[src/rtl/zone_span_calc.sv]
// One-axis span of a box over the block grid: first and last block index
// covered by [pos, pos+len-1], with the far edge clipped to LIMIT-1.
// A zero length (or a start beyond the screen) reports an empty span.
module zone_span_calc #(
    parameter int LIMIT = 800,
    parameter int BS    = 10,
    parameter int W     = $clog2(LIMIT)
) (
    input  logic [W-1:0] i_pos,
    input  logic [W-1:0] i_len,
    output logic [W-1:0] o_first,
    output logic [W-1:0] o_last,
    output logic         o_empty
);

    // End coordinate kept one bit wider so pos+len cannot wrap.
    logic [W:0] w_end;
    logic [W:0] w_edge;

    assign w_end   = {1'b0, i_pos} + {1'b0, i_len} - (W+1)'(1);
    assign w_edge  = (w_end > (W+1)'(LIMIT - 1)) ? (W+1)'(LIMIT - 1) : w_end;
    assign o_first = i_pos / W'(BS);
    assign o_last  = W'(w_edge / (W+1)'(BS));
    // Off-screen start would give first > last; treat it as nothing to scan.
    assign o_empty = (i_len == '0) || ({1'b0, i_pos} >= (W+1)'(LIMIT));

endmodule

[config.mk]
export PLATFORM = sky130hd
export DESIGN_NAME = zone_span_calc
export DESIGN_NICKNAME = d
export VERILOG_FILES = /design/src/rtl/zone_span_calc.sv
export SDC_FILE = /design/constraint.sdc
export NUM_CORES = 1
export LEC_CHECK = 0
export BUFFER_PORTS_ARGS = -buffer_cell sky130_fd_sc_hd__buf_4
export CAP_MARGIN = 40
export CORE_ASPECT_RATIO = 0.8
export CORE_MARGIN = 2
export CORE_UTILIZATION = 60
export DETAILED_ROUTE_END_ITERATION = 6
export GPL_ROUTABILITY_DRIVEN = 1
export PLACE_DENSITY = 0.86
export SYNTH_ARGS = -nofsm -noshare
export SYNTH_HDL_FRONTEND = slang
export SYNTH_SLANG_ARGS = --single-unit
[constraint.sdc]
create_clock -name vclk -period 11
set_clock_uncertainty 0.15 [all_clocks]
set_input_delay 2.2 -clock vclk [all_inputs]
set_output_delay 2.2 -clock vclk [all_outputs]
set_load 0.05 [all_outputs]
---- Yosys cells after proc, flatten, opt, wreduce, memory -nomap -nowiden ----
Index checks and enable logic that the tools add are counted.
cells by class
  add/subtract/negate cells ............... 2
  divide/modulo/power cells ............... 2
  $lt $le $gt $ge ......................... 2
  multiplexer cells ....................... 1
  reduce and logical (&&, ||, !) cells .... 2
operators with widths
  operator               number
  $add 10x10->11         1
  $div 11x4->11 const B  1
  $gt 11x10->1 const B   1
  $mux 11                1
  $sub 11x1->11 const B  1
  $div 10x4->10 const B  1
  $ge 10x10->1 const B   1
  $logic_not 10->1       1
  $logic_or 1x1->1       1
word-level totals
  register bits ........................... 0
  input port bits ......................... 20
  output and inout port bits .............. 21
  logic and storage cells ................. 9

---- Logic depth before layout (Yosys ltp) ----
  depth in word-level cells ............... 5
  depth in mapped cells ................... 21
  depth with buffers taken out ............ 20

---- Worst setup path after synthesis ----
No wires, ideal clock.
  path kind ............................... input port to output port
  start ................................... in i_pos[5]
  end ..................................... out o_last[0]
  arrival time ............................ 6.964 ns
  data required time ...................... 8.650 ns
  slack ................................... 1.686 ns
  stages .................................. 20
  path buffers ............................ 1
  cell sequence ........................... buf_1 > inv_1 > ha_1 > inv_1 > ha_1 > a21oi_1 > o21ai_2 > a311o_1 > and2_4 > or3_4 > a32o_1 > o2bb2ai_1 > o31ai_1 > and2_1 > inv_1 > ha_1 > and2_1 > a2111oi_4 > a2111oi_0 > o21ai_1
between the ends
  cells in the longest elaborated chain, start to end .. 5
RTL lines
  item                RTL line  source
  from (decl)         9         input logic [W-1:0] i_pos,
  $add 10x10->11 (*)  20        assign w_end = {1'b0, i_pos} + {1'b0, i_len} - (W+1)'(1);
  $sub 11x1->11 (*)   20
  $gt 11x10->1        21        assign w_edge = (w_end > (W+1)'(LIMIT - 1)) ? (W+1)'(LIMIT - 1) : w_end;
  $mux 11 (*)         21
  $div 11x4->11 (*)   23        assign o_last = W'(w_edge / (W+1)'(BS));
  to (decl)           12        output logic [W-1:0] o_last,
Every way passes the cells marked *; elsewhere a longest branch is shown, timed or not.

---- Worst setup path in the final report ----
  start ................................... in i_pos[1]
  end ..................................... out o_last[0]
The elaborated chain is that of the path after synthesis.

==> results.sh <==
export IMPL_tns_ps=0
export IMPL_drt_iter0_markers=123
export IMPL_synth_seq_area_share=0
export IMPL_antenna_left=0
export IMPL_nClkBuffers=0
export IMPL_grt_usage=0.276
export IMPL_fmaxAchievable_mhz=103
export IMPL_ys_top_cells_by_area="ha_1, inv_1, nor3_1"
export IMPL_setup_viol=0
export IMPL_antenna_cells=0
export IMPL_antenna_found_initial=0
export IMPL_viasPerCell=6.51
export IMPL_hold_buffers=0
export IMPL_portBuffers=35
export IMPL_placedCellCount=379
export IMPL_ios=41
export IMPL_power_density_nw_per_um2=186
export IMPL_drive_gt1_frac=0.148
export IMPL_die_y_um=56.7
export IMPL_synth_top_area_frac=0.126
export IMPL_status="complete, no violations"
export IMPL_fin_crit_ps=9750
export IMPL_start_kind="input port"
export IMPL_rows=19
export IMPL_drc_errors=0
export IMPL_yosysWarnings=0
export IMPL_slew_headroom=0.577
export IMPL_fin_cells=379
export IMPL_gp_congestion=0.913
export IMPL_wl_per_cell_um=14.5
export IMPL_p_leak_uw=0.00108
export IMPL_nets=381
export IMPL_wirelength_mm=5.48
export IMPL_fp_dieW_um=69.8
export IMPL_ys_types=72
export IMPL_seq_area_sq_um=0
export IMPL_start_util=0.616
export IMPL_worstHoldPathType="input port to primary output"
export IMPL_die_area_sq_um=3960
export IMPL_yosys_area_top_type="ha_1"
export IMPL_worstPathRequired_ps=8650
export IMPL_gr_total_overflow=0
export IMPL_crit_fanout=9
export IMPL_peakVddDrop_uv=134
export IMPL_hold_viol=0
export IMPL_rsz0062_at_grt="no"
export IMPL_tightest_slew_ps=617
export IMPL_finalCritPeriodShare=0.887
export IMPL_cts_resized=0
export IMPL_netlist_instances=315
export IMPL_vias=2468
export IMPL_syn_area_sq_um=2080
export IMPL_end_kind="primary output"
export IMPL_worst_ep_arrival_time_ps=7400
export IMPL_grt_pass1_wl_mm=9.43
export IMPL_first_global_vias=2139
export IMPL_postCtsSetupBuffers=0
export IMPL_worstSetupPathType="input port to primary output"
export IMPL_grt_max_degree=16
export IMPL_final_max_slew_viol_count=0
export IMPL_coreArea_sq_um=3380
export IMPL_dr_pass1_iters=5
export IMPL_dpl_hpwl_mm=4.49
export IMPL_numSequentialCells=0
export IMPL_syn_area_per_cell_sq_um=6.61
export IMPL_cap_viol_max_count=0
export IMPL_area_growth_syn_to_layout_pct=11.2
critical path: stages:
cell	delay, ps
buf_4	100
inv_1	40
ha_1	260
inv_1	40
ha_1	230
fa_1	460
a211o_1	400
and3b_1	210
mux2i_1	150
o211ai_1	520
nand3_1	390
o21ai_1	240
o2bb2ai_1	150
or4_4	550
and2_1	190
inv_1	80
ha_1	160
and2_1	180
a2111oi_4	50
a2111oi_0	480
o21ai_1	130
buf_4	200
per-stage QoR:
stage / hold slack, ps / area [sq um] / worst slack (ps) / util / power, uW
5_1_grt: 4720 / 2310 / 821 / 0.685 / 466
2_1_floorplan: 4620 / 2100 / 1690 / - / 334
4_1_cts: 4690 / 2310 / 1300 / 0.685 / 425
3_5_place_dp: 4690 / 2310 / 1320 / 0.685 / 423
6_report: 4690 / 2310 / 1250 / 0.685 / 431
3_3_place_gp: 4690 / 2310 / 1580 / 0.685 / 416
power by group:
group          internal [uW]  total, uW  leakage (uW)  switching, uW
clock network              0          0             0              0
registers                  0          0             0              0
logic                    148        431       0.00108            282
total                    148        431       0.00108            282
kinds of logic (layout without fill, tap and decap cells):
kind of cell / Yosys count / count (layout) / synth area share
AND/OR/NAND/NOR: 104 / 104 / 0.266
multiplexers: 7 / 7 / 0.0343
adder cells (fa/ha/maj): 24 / 24 / 0.146
buffers and inverters: 63 / 80 / 0.132
AO/OA/AOI/OAI: 102 / 102 / 0.362
other: 1 / 6 / 0.00180
XOR/XNOR: 14 / 14 / 0.0589
synthesized netlist by cell type, drive strengths merged, types with 5 or more instances:
| master | count |
|---|---|
| a31oi | 6 |
| clkbuf | 6 |
| buf | 13 |
| xnor2 | 7 |
| a211oi | 5 |
| nand4 | 5 |
| o21ai | 21 |
| ha | 21 |
| inv | 43 |
| or3 | 5 |
| nand3 | 6 |
| nor3 | 23 |
| xor2 | 7 |
| nand2 | 18 |
| a21oi | 16 |
| a21o | 5 |
| o211ai | 8 |
| nor2 | 17 |
| nor4 | 6 |
| mux2i | 6 |
final cells by class:
type	instances	area, sq um
fill	302	1060
multi-input combinational	257	1830
tap	42	52.6
inverter	44	165
timing repair buffer	36	270
layer usage:
layer	wire length (um)	track usage	part of all wire	vias up
met2	2420	0.446	0.44	112
met3	402	0.0162	0.073	2
li1	-	-	-	1216
met1	2650	0.418	0.48	1138
met5	0	0	0	-
met4	8	0.0192	0.0015	0
final timing paths:
kind,startpoint,end,cells past startpoint
worst min-delay path,i_pos[1],o_first[0],4
worst max-delay path,i_pos[1],o_last[0],22
cell usage in the layout (no fill, tap or decap), types with 2 or more instances in the layout:
cell / instances
inv_1: 43
buf_4: 36
nor3_1: 23
ha_1: 21
nand2_1: 18
nor2_1: 17
o21ai_0: 17
a21oi_1: 16
o211ai_1: 7
xnor2_1: 7
xor2_1: 7
nand3_1: 6
mux2i_1: 6
nor4_1: 6
a31oi_1: 6
conb_1: 6
a21o_1: 5
nand4_1: 5
nand2b_1: 4
or3_1: 4
and3_1: 4
a211oi_1: 4
o22ai_1: 4
and2_1: 3
o21ai_1: 3
o211a_1: 3
or2_2: 3
o31ai_1: 3
a221oi_1: 3
a211o_1: 2
o21a_1: 2
o2bb2ai_1: 2
nor2b_1: 2
a32o_1: 2
o2111ai_1: 2
o221ai_1: 2
maj3_1: 2
No activity file was read; power rests on OpenSTA's default activity.
